### src/rtl/cdb_arbiter.sv
// Common data bus arbiter for one register file (GPR or FPR).
// Grants at most one requesting execution unit per cycle using a
// round-robin pointer, then broadcasts the winner's tag and result
// on the CDB one cycle after the grant.

package cdb_arbiter_pkg;
    // Width of a ROB tag, shared by every unit that talks to the CDB.
    localparam int ROB_WIDTH      = 6;
    localparam int CDB_DATA_WIDTH = 32;

    typedef struct packed {
        logic                      valid;
        logic [ROB_WIDTH-1:0]      tag;
        logic [CDB_DATA_WIDTH-1:0] data;
    } cdb_t;
endpackage

module cdb_arbiter #(
    parameter int N_REQ      = 4,   // legal range 2..8
    parameter int ROB_WIDTH  = cdb_arbiter_pkg::ROB_WIDTH,
    parameter int DATA_WIDTH = cdb_arbiter_pkg::CDB_DATA_WIDTH
) (
    input  logic                                 clk,
    input  logic                                 reset,
    input  logic [N_REQ-1:0]                     req_valid,
    output logic [N_REQ-1:0]                     req_ready,
    input  logic [N_REQ-1:0][ROB_WIDTH-1:0]      req_tag,
    input  logic [N_REQ-1:0][DATA_WIDTH-1:0]     req_result,
    output cdb_arbiter_pkg::cdb_t                cdb
);

    localparam int IDX_W = $clog2(N_REQ);
    localparam logic [IDX_W-1:0] LAST_IDX  = IDX_W'(N_REQ - 1);
    localparam logic [IDX_W:0]   N_REQ_EXT = (IDX_W + 1)'(N_REQ);

    logic [IDX_W-1:0]     prio;
    logic [IDX_W-1:0]     prio_next;
    logic [IDX_W-1:0]     grant_idx;
    logic                 grant_found;

    // Scan position held one bit wider than the pointer so prio+k never
    // overflows before the modulo correction (max value 2*N_REQ-2).
    logic [IDX_W:0]       scan_sum;
    logic [IDX_W-1:0]     scan_idx;

    logic                 bcast_valid;
    logic [ROB_WIDTH-1:0] bcast_tag;
    logic [IDX_W-1:0]     bcast_src;

    // Round-robin search starting at prio; first valid requester wins.
    always_comb begin
        grant_found = 1'b0;
        grant_idx   = '0;
        scan_sum    = '0;
        scan_idx    = '0;
        for (int k = 0; k < N_REQ; k++) begin
            scan_sum = {1'b0, prio} + (IDX_W + 1)'(k);
            if (scan_sum >= N_REQ_EXT) begin
                scan_sum = scan_sum - N_REQ_EXT;
            end
            scan_idx = scan_sum[IDX_W-1:0];
            if (!grant_found && req_valid[scan_idx]) begin
                grant_found = 1'b1;
                grant_idx   = scan_idx;
            end
        end
    end

    // Pointer moves to the unit just after the winner, wrapping explicitly
    // so non-power-of-two N_REQ never lands on an unused index.
    always_comb begin
        prio_next = prio;
        if (grant_found) begin
            prio_next = (grant_idx == LAST_IDX) ? '0 : grant_idx + 1'b1;
        end
    end

    // One-hot ready to the winner; silenced entirely while reset is held.
    always_comb begin
        req_ready = '0;
        if (reset && grant_found) begin
            req_ready[grant_idx] = 1'b1;
        end
    end

    // Pointer and broadcast pipeline registers; a grant made in a reset
    // cycle is dropped because bcast_valid clears.
    always_ff @(posedge clk) begin
        if (!reset) begin
            prio        <= '0;
            bcast_valid <= 1'b0;
            bcast_tag   <= '0;
            bcast_src   <= '0;
        end else begin
            prio        <= prio_next;
            bcast_valid <= grant_found;
            if (grant_found) begin
                bcast_tag <= req_tag[grant_idx];
                bcast_src <= grant_idx;
            end
        end
    end

    // Broadcast: data is muxed live from the registered source because the
    // unit presents its result in the cycle after its grant.
    always_comb begin
        cdb.valid = bcast_valid;
        cdb.tag   = bcast_tag;
        cdb.data  = bcast_valid ? req_result[bcast_src] : 'x;
    end

    // Protocol sanity: ready must be one-hot-or-zero and never unrequested.
    always @(posedge clk) begin
        if (reset) begin
            assert ($onehot0(req_ready))
                else $error("cdb_arbiter: req_ready not one-hot-or-zero: %b", req_ready);
            assert ((req_ready & ~req_valid) == '0)
                else $error("cdb_arbiter: ready without valid: ready=%b valid=%b",
                            req_ready, req_valid);
        end
    end

endmodule

### config.mk
export PLATFORM = sky130hd
export DESIGN_NAME = cdb_arbiter
export DESIGN_NICKNAME = d
export VERILOG_FILES = /design/src/rtl/cdb_arbiter.sv
export SDC_FILE = /design/constraint.sdc
export NUM_CORES = 1
export LEC_CHECK = 0
export ABC_AREA = 1
export CAP_MARGIN = 15
export CORE_AREA = 2 2 84 78
export DETAILED_ROUTE_END_ITERATION = 10
export DIE_AREA = 0 0 86 80
export GPL_ROUTABILITY_DRIVEN = 0
export PLACE_DENSITY = 0.87
export SYNTH_ARGS = -nofsm -noshare
export SYNTH_HDL_FRONTEND = slang
export SYNTH_SLANG_ARGS = --single-unit
### constraint.sdc
create_clock -name clk -period 3.6 [get_ports clk]
set_clock_uncertainty 0.05 [all_clocks]
set_input_delay 0.9 -clock clk [delete_from_list [all_inputs] [get_ports clk]]
set_output_delay 0.9 -clock clk [all_outputs]
set_load 0.005 [all_outputs]
==> reports/qor.yml <==
status: "completed"
layout_commonest_cell: "clkdlybuf4s50_1"
worst_ep_required_time_ns: 2.65
fp.coreArea_um2: 5979
report.final.hold_viol_count: 0
dp_cells: 620
fp.dieH_um: 80
worst_hold_slack_ns: 0.4699
cts_buffers: 3
antenna_cells: 0
antenna_found_initial: 0
ir_drop_uv: 522.4
timing.final.crit_share_pct: 97.54
die_area_um2: 6880
wire_per_inst_um: 14.65
setup_violations: 0
min_path_type: "reg -> reg"
report.final.slew_viol_count: 0
num_vias: 3186
clockBufferDepth: 2
portBuffers: 200
p_total_uw: 2808
fin_nets: 713
die_x_um: 86
drc: 0
synth-seq-cells: 11
swShare_pct: 47.37
leakage_uw: 0.001744
clock_sinks: 11
cp-end-kind: "primary output"
critPathKind: "in -> out"
cts_tree: "yes"
cp_slowest_stage_delay_ns: 0.42
worst_pin_slew_ns: 0.6585
syn_inst: 353
slew_headroom_pct: 56.04
synth.avg_cell_area_um2: 5.129
seqPwrFrac_pct: 8.9
internal_power_uw: 1478
cp.arrival_ns: 2.56
drive_gt1_share_pct: 10.67
first_global_vias: 3050
detailed_place.area_um2: 3929
insertion_delay_ns: 0.24
syn_area_um2: 1810
path_cells: "clkdlybuf4s50_1 -> nand2_1 -> nand2_1 -> nand2_1 -> nand2_2 -> nor2_4 -> nand2_1 -> nor2_1 -> nor2_2 -> buf_4 -> nor3_2 -> clkbuf_2"
ys_seq_area_share_pct: 12.16
cp_slowest_cell: "clkdlybuf4s50_1"
critPathTopFamily: "simple AND/OR/NAND/NOR gates"
rows: 27
cp_max_fo: 5
firstDrtPassIters: 4
yosysUniqueCellTypes: 25
overflow: 0
ioPinCount: 201
grt_max_degree: 66
grt_pass1_wl_um: 13750
hpwl_um: 7277
area_growth_pct: 122.3
p_comb_share_pct: 86.7
grt.total_usage_pct: 24.35
vias_per_cell: 5.098
drv_cap: 0
period_needed_ns: 3.511
cts_hold_buf: 0
pwr-share-clk_pct: 4.3
yosys_warnings: 0
final_area_um2: 4025
layout_common_cells: "194 x clkdlybuf4s50_1, 74 x nor2_1, 69 x o21ai_0"
ant_nets: 0
instances_no_fill: 625
p_sw_uw: 1330
rsz0062_at_grt: "true"
path_buf_inv: 3
h-tree-depth: 1
setup_tns_ns: 0
cts-root-buf: "clkbuf_8"
drtIter0Drc: 135
start_kind: "input port"
wirelength_um: 9157
crit_top_cell: "nand2_1"
fmax_ghz: 0.2848
syn-num-nets: 512
start_util_pct: 30.28
powerDensity_nw_per_um2: 697.7
cts.clk_slew.worst_paths_ns: 0.05
==> flip-flops by register name, summed over array words and instances, names as in the netlist <==
name	count
bcast_tag	6
bcast_src	2
prio	2
bcast_valid	1
==> logic make-up after synthesis <==
| logic type | after synthesis | synth area share (%) |
|---|---|---|
| AO/OA/AOI/OAI | 109 | 32.48 |
| adder cells (fa/ha/maj) | 1 | 0.6910 |
| flip-flops | 11 | 12.16 |
| buffers and inverters | 54 | 12.72 |
| AND/OR/NAND/NOR | 178 | 41.95 |
==> Yosys cell counts <==
library cell | count | share of area [%]
nor2_1 | 78 | 16
o21ai_0 | 69 | 19
nand2_1 | 57 | 12
o22ai_1 | 32 | 11
inv_1 | 26 | 5.4
nand3_1 | 26 | 7.2
clkbuf_1 | 16 | 3.3
dfxtp_1 | 11 | 12
nand2_2 | 8 | 2.8
a21oi_1 | 4 | 1.1
buf_1 | 3 | 0.62
buf_6 | 3 | 1.9
inv_2 | 3 | 0.62
nor3_1 | 3 | 0.83
o21ai_1 | 3 | 0.83
nand2_4 | 2 | 1.2
a211oi_1 | 1 | 0.41
buf_2 | 1 | 0.28
buf_4 | 1 | 0.41
clkinv_1 | 1 | 0.21
ha_1 | 1 | 0.69
nand3_2 | 1 | 0.55
nand3b_1 | 1 | 0.41
nor2_2 | 1 | 0.35
nor2_4 | 1 | 0.62
==> power by group through the flow <==
stage	clock network, uW	registers [uW]	logic, uW
global route	129	262	2680
finish	122	251	2440
CTS	123	253	2390
floorplan	0	210	1250
detailed placement	0	251	2350
global placement	0	252	2310
==> final timing paths <==
check	startpoint	to	slack, ns	cells past startpoint
worst min register to register	bcast_tag[5]	bcast_tag[5]	0.47	2
worst max-delay path	req_valid[2]	req_ready[2]	0.09	12
worst max register to register	prio[0]	bcast_tag[2]	1.24	16
worst min-delay path	bcast_tag[5]	bcast_tag[5]	0.47	2
==> worst reg2reg max path: cells and delay by family (launching register included) <==
family	cells	cell delay (ns)
and+or+nand+nor	13	1.19
DFF	1	0.55
buffers and inverters	3	0.50
==> area by class of cell <==
type                            instances  area (um^2)
Clock buffer                            4        45.04
Fill cell                             511         1954
Inverter                               30        115.1
Multi-Input combinational cell        288         1413
Sequential cell                        11        221.5
Tap cell                               72        90.09
Timing Repair Buffer                  220         2141
==> routing by layer <==
layer | up-vias | share of wire, % | GRT usage (%)
li1 | 1583 | - | -
met1 | 1445 | 37 | 24.82
met2 | 140 | 52 | 47.75
met3 | 18 | 7.9 | 5.688
met4 | 0 | 3.1 | 8.571
met5 | - | 0 | 0
==> metrics by stage <==
stage,worst slack [ns],utilization [%]
detailed placement,-0.3810,65.70
global placement,-0.3492,65.70
floorplan,0.5735,-
global route,-0.03800,67.32
finish,0.08867,67.32
CTS,0.0002289,66.98
==> timing repair <==
action	CTS	global route
gates resized for setup	12	20
setup endpoints to repair	4	4
cloned	0	0
setup buffers	1	0
pin swaps	5	1
Power figures use the tool's default switching activity.
==> RTL edit 1, RTL diff (same settings) <==
Change the parameter `N_REQ` from 4 to 2.
--- a/src/rtl/cdb_arbiter.sv
+++ b/src/rtl/cdb_arbiter.sv
@@ -17,5 +17,5 @@
 
 module cdb_arbiter #(
-    parameter int N_REQ      = 4,   // legal range 2..8
+    parameter int N_REQ      = 2,   // legal range 2..8
     parameter int ROB_WIDTH  = cdb_arbiter_pkg::ROB_WIDTH,
     parameter int DATA_WIDTH = cdb_arbiter_pkg::CDB_DATA_WIDTH
Ports: changed (resized req_ready, req_result, req_tag and req_valid); port bits go from 201 to 121. The function was not compared with the original's and may differ.
==> RTL edit 1 against the original RTL <==
- first-iteration DRC count fell by 74%
- worst hold slack got worse by 48 ps
- final cell count fell by 43%
- sequential cell count fell by 2
- routed wire length fell by 61%
- critical path depth fell by 6
- area after synthesis fell by 51%
- final area fell by 46%
- worst setup slack improved by 120 ps
- die area did not move
Power is left out: it rests on default switching activity, and per cell area and clock period it moved more than threefold.
==> RTL edit 1: results (changes against the original RTL) <==
The routed via count divided by cell count is 3.86 (-24%). The final worst hold slack is 422 ps (-47.7 ps). The number of antenna violations at the first check in global routing came out at 0 (unchanged). For the number of global-route vias before repair, the log shows 1360 (-55%).

The tools report the count of cell types in the netlist as 14 (-44%). Detailed placer's ending HPWL: 3.02 mm (-58%). The global routing met3 resource utilization is 2.28% (-3.4 points). Broken down by cell family, the worst path's largest delay share belongs to buffers and inverters. The wire length on met2 was 1.83 mm (-61%); the synthesized netlist net count was 251 (-51%). Tracing the worst setup path back leads to its startpoint at req_valid[0]. Length in cells of the worst reg-to-reg path: 3 (-13). The run gives 2440 ps (-120 ps) as the arrival time reported for the critical path endpoint. The run gives 59.1% (+3.0 points) as the tightest slew margin relative to the limit. For the post-layout instance count excluding filler cells, the log shows 359 (-43%). The logs give 5.70 mm (-59%) for the wire length of the first global-routing pass and 0 (-1) for the buffers inserted during post-CTS setup optimization. Insertion delay of the later-clocked pin in the worst-skew pair: 220 ps (-20 ps). For the total routing resource utilization after global routing, the log shows 10.0% (-14 points). In the post-synthesis netlist, the biggest area contributors are sky130_fd_sc_hd__nand2_1, sky130_fd_sc_hd__dfxtp_1, sky130_fd_sc_hd__nand3_1. The internal reg-to-reg setup slack is 2630 ps (+1390 ps), and the largest fanout on the critical path is 9 (+4). The run gives 309 um (-57%) as the met3 layer wire length in the routed design. The total routed wirelength was 3.54 mm (-61%). For the final core utilization, the log shows 36.1% (-31 points). The reg-to-reg startpoint is bcast_src$_SDFFE_PN0P_. Ratio of cells with drive above 1 in the final layout: 4.18% (-6.5 points). For the met2 global-route usage, the log shows 20.0% (-28 points). The tools report the post-placement worst setup slack as 222 ps (+603 ps). End point of the most critical hold path: bcast_tag[1]$_SDFFE_PN0P_.

The post-detailed-placement cell area came out at 0.00211 mm^2 (-46%). For the number of DRC violations after detailed-routing iteration 0, the log shows 35 (-74%). The post-cts resize count came out at 0 (-12). For the final layout net count, the log shows 368 (-48%). The maximum cell stage delay along the critical path was 560 ps (+140 ps).

The final-layout fill cell count was 603 (+18%); the largest net degree at the start of global routing was 34 (-48%). The worst register-to-register path ends at bcast_src$_SDFFE_PN0P_. The number of instances in the synthesized netlist came out at 171 (-52%). The flow ran to the end, and the final reports show no timing, DRC or antenna violations.

Counting instances in the post-synthesis netlist gives the leading cell types as sky130_fd_sc_hd__nand2_1, sky130_fd_sc_hd__nand3_1, sky130_fd_sc_hd__inv_1.
==> RTL edit 1: changes by cell type in the layout (fill, tap and decap cells not counted), sizes merged, moves of 2 or more <==
cell and change:
a21oi -3, buf -20, clkdlybuf4s50 -74, dfxtp -2
dlymetal6s2s -2, inv -14, nand2 +45, nand3 -9
nor2 -75, nor3 -2, o21ai -72, o22ai -32
==> RTL edit 1: cell families (layout without fill, tap and decap cells) <==
kind of cell           Yosys count  in the layout  share of synthesized area, %
buffers and inverters           25            141                          15.1
DFF                              9              9                          20.4
and+or+nand+nor                136            136                          63.5
AOI/OAI and AO/OA                1              1                         0.990
==> RTL edit 1: cell type report <==
| cell class | instances | area share, % |
|---|---|---|
| multi-input cells | 137 | 26.4 |
| well taps | 72 | 4.17 |
| inverters | 15 | 2.61 |
| clock buffers | 4 | 2.09 |
| repair buffers | 122 | 56.3 |
| flip-flops and latches | 9 | 8.35 |
==> RTL edit 2, RTL diff (config.mk and constraints unchanged) <==
Without the edit above. Make the reset (`reset`) asynchronous in one clocked block.
--- a/src/rtl/cdb_arbiter.sv
+++ b/src/rtl/cdb_arbiter.sv
@@ -86,5 +86,5 @@
     // Pointer and broadcast pipeline registers; a grant made in a reset
     // cycle is dropped because bcast_valid clears.
-    always_ff @(posedge clk) begin
+    always_ff @(posedge clk or negedge reset) begin
         if (!reset) begin
             prio        <= '0;
Check against the original RTL: differs if reset is asserted again (counterexample within 4 cycles, from zero or initial values and one cycle with reset low); with reset held inactive, the same outputs for 10 cycles.
==> RTL edit 2 against the original RTL <==
- global-route usage shrank 0.40 points
- first-iteration DRC count shrank 55%
- total power grew 14%
- register-to-register slack lost 30 ps
- routed wire length shrank 5.3%
- sequential power grew 2%
- via count shrank 4.2%
- sequential cell count is the same
- worst setup slack lost 34 ps
- count of clock-buffer cells in the layout is the same
- fmax shrank 0.97%
- area after synthesis grew 0.69%
- final area grew 0.12%
- critical endpoint is now req_ready[0]
- largest power group unchanged
==> RTL edit 2: results (changes against the original RTL) <==
The total of buffers placed on input and output ports is 200 (unchanged). The clock-pin slew reported for the worst setup and hold paths after clock tree synthesis is 50 ps (about the same). The number of global-route vias before repair is 2862 (-6.2%), and the share of the yosys chip area belonging to registers is 15.1% (+2.9 points). The detailed placer's ending HPWL came out at 6.88 mm (-5.5%). The diode insertion count for antenna repair is 0 (unchanged), and the post-synthesis adder-cell area fraction is 0% (-0.69 points). Clock latency on the worst-skew pair, taken at its later pin, is 230 ps. The standby leakage power is 1.71 nW (-1.7%), and the post-synthesis compound-gate area fraction is 30.5% (-2.0 points).

Total routing resource utilization after global routing: 24.0% (-0.40 points). The count of cell types in the netlist is 22 (-12%), and the fraction of synthesized cell area in xor and xnor cells is 0% (unchanged). The arrival time reported for the critical path endpoint is 2600 ps (+40 ps), and the maximum cell stage delay along the critical path is 490 ps (+70 ps). The tools report the met1 track demand over resource in global routing as 28.2% (+3.4 points). The width of the die is 86 um (unchanged). For this run, the leading register cell type out of synthesis is sky130_fd_sc_hd__dfrtp_1. For the met2 global-route usage, the log shows 43.8% (-4.0 points). The largest fanout on the critical path is 5 (unchanged). The largest net degree at the start of global routing is 65 (-1.5%), and the wire length of the first global-routing pass is 13.4 mm (-2.2%). The routed via count divided by cell count is 4.96 (-2.6%). Number of enable flip-flop cells after synthesis: 0 (unchanged). The peak supply drop came out at 779 uV (+49%).

After synthesis, the cell types taking the most area are sky130_fd_sc_hd__nand2_1, sky130_fd_sc_hd__o21ai_0, sky130_fd_sc_hd__dfrtp_1. The flow ran to the end, and the final reports show no timing, DRC or antenna violations. The number of DRC violations after detailed-routing iteration 0 is 61 (-55%).

The run gives 3.21% (-2.5 points) as the global routing met3 resource utilization. For the number of antenna violations at the first check in global routing, the log shows 0 (unchanged). The tightest slew margin relative to the limit was 62.2% (+6.2 points); the fraction of registers with async set or reset after synthesis was 100% (+100 points). The ratio of cells with drive above 1 in the final layout is 11.0% (+0.38 points), and the number of clock buffers inserted by TritonCTS is 3 (unchanged).

The final-layout fill cell count is 506 (-0.98%), and the Yosys warning count is 0 (unchanged). The length of the first detailed-routing pass in iterations was 6 (+2). The root buffer cell chosen for the clock tree is sky130_fd_sc_hd__clkbuf_8. The slowest stage of the critical path belongs to the cell sky130_fd_sc_hd__clkdlybuf4s50_1. Final layout net count: 702 (-1.5%). The run gives 2 (unchanged) as the buffer levels on the longest clock path. The cell family contributing the most delay on the critical path is buffers and inverters.

In the final layout, the registers with the most flip-flops are bcast_tag: 6 flops, bcast_src: 2 flops, prio: 2 flops. The portion of netlist area occupied by mux cells is 0% (unchanged). The tools report the post-placement worst setup slack as -291 ps (+90.1 ps). The commonest cells after synthesis are sky130_fd_sc_hd__nand2_1, sky130_fd_sc_hd__nor2_1, sky130_fd_sc_hd__o21ai_0. The H-tree level count came out at 1 (unchanged).

In this run the worst hold path is classified as flop to flop. The tools report the synthesized netlist net count as 504 (-1.6%). Total routed wirelength: 8.67 mm (-5.3%).
## RTL edit 2: changes by cell type after synthesis, moves of 2 or more
cell,change
sky130_fd_sc_hd__nand2_1,+31
sky130_fd_sc_hd__clkbuf_1,+4
sky130_fd_sc_hd__inv_1,-16
sky130_fd_sc_hd__a21oi_1,-2
sky130_fd_sc_hd__nand3_1,-10
sky130_fd_sc_hd__dfxtp_1,-11
sky130_fd_sc_hd__nor2_1,-8
sky130_fd_sc_hd__dfrtp_1,+11
sky130_fd_sc_hd__o21ai_0,-5
sky130_fd_sc_hd__buf_1,-3
sky130_fd_sc_hd__nand2_2,+3
## RTL edit 2: what timing repair did
action,CTS,global route
setup buffers,0,2
gates resized for setup,10,18
cloned,0,0
endpoints found under the setup margin,4,6
pin swaps,2,5
## RTL edit 2: cell type report
class,instances,area (um^2),share of cell area (%)
timing repair buffer,220,2150,53.4
multi-input combinational,295,1420,35.1
sequential,11,277,6.86
tap,72,90.1,2.24
inverter,13,52.6,1.30
clock buffer,4,45.0,1.12
## RTL edit 2: logic make-up after synthesis
family	count (synthesis)
flops	11
simple gates	193
compound gates	102
buf+inv	40
## RTL edit 2: report_power, final
group	leakage [nW]	internal, mW	switching, mW
sequential	0.129	0.197	0.0607
combinational	1.56	1.39	1.44
clock	0.0228	0.0773	0.0408
## RTL edit 2: metal layers
layer	wire, um	vias to the layer above
met1	3530	1327
met4	316	0
met3	630	26
met5	0	-
met2	4190	146
li1	-	1553
## RTL edit 2: stage by stage
stage | hold WS (ps) | instance area, um^2 | std cells | utilization, %
2_1_floorplan | 422 | 1820 | 346 | -
3_3_place_gp | 415 | 3930 | 609 | 65.7
3_5_place_dp | 414 | 3930 | 609 | 65.7
4_1_cts | 428 | 3990 | 613 | 66.8
5_1_grt | 459 | 4030 | 615 | 67.4
6_report | 424 | 4030 | 615 | 67.4
## RTL edit 2: final timing paths
path	startpoint	endpoint	slack (ps)	depth (start not counted)
hold reg to reg	bcast_tag[5]$_DFFE_PN0P_	bcast_tag[5]$_DFFE_PN0P_	420	2
hold / removal	bcast_tag[5]$_DFFE_PN0P_	bcast_tag[5]$_DFFE_PN0P_	420	2
min in group asynchronous	reset	prio[1]$_DFFE_PN0P_	1030	2
setup / recovery	req_valid[0]	req_ready[0]	50	13
max in group asynchronous	reset	bcast_src[0]$_DFFE_PN0P_	2320	2
setup reg to reg	prio[0]$_DFFE_PN0P_	bcast_tag[0]$_DFFE_PN0P_	1210	18
## RTL edit 2: tightest hold or removal path, cell delays in order, from the launching register on
cell	delay [ps]
sky130_fd_sc_hd__dfrtp_1	330
sky130_fd_sc_hd__nand2_1	50
sky130_fd_sc_hd__nand2_1	50
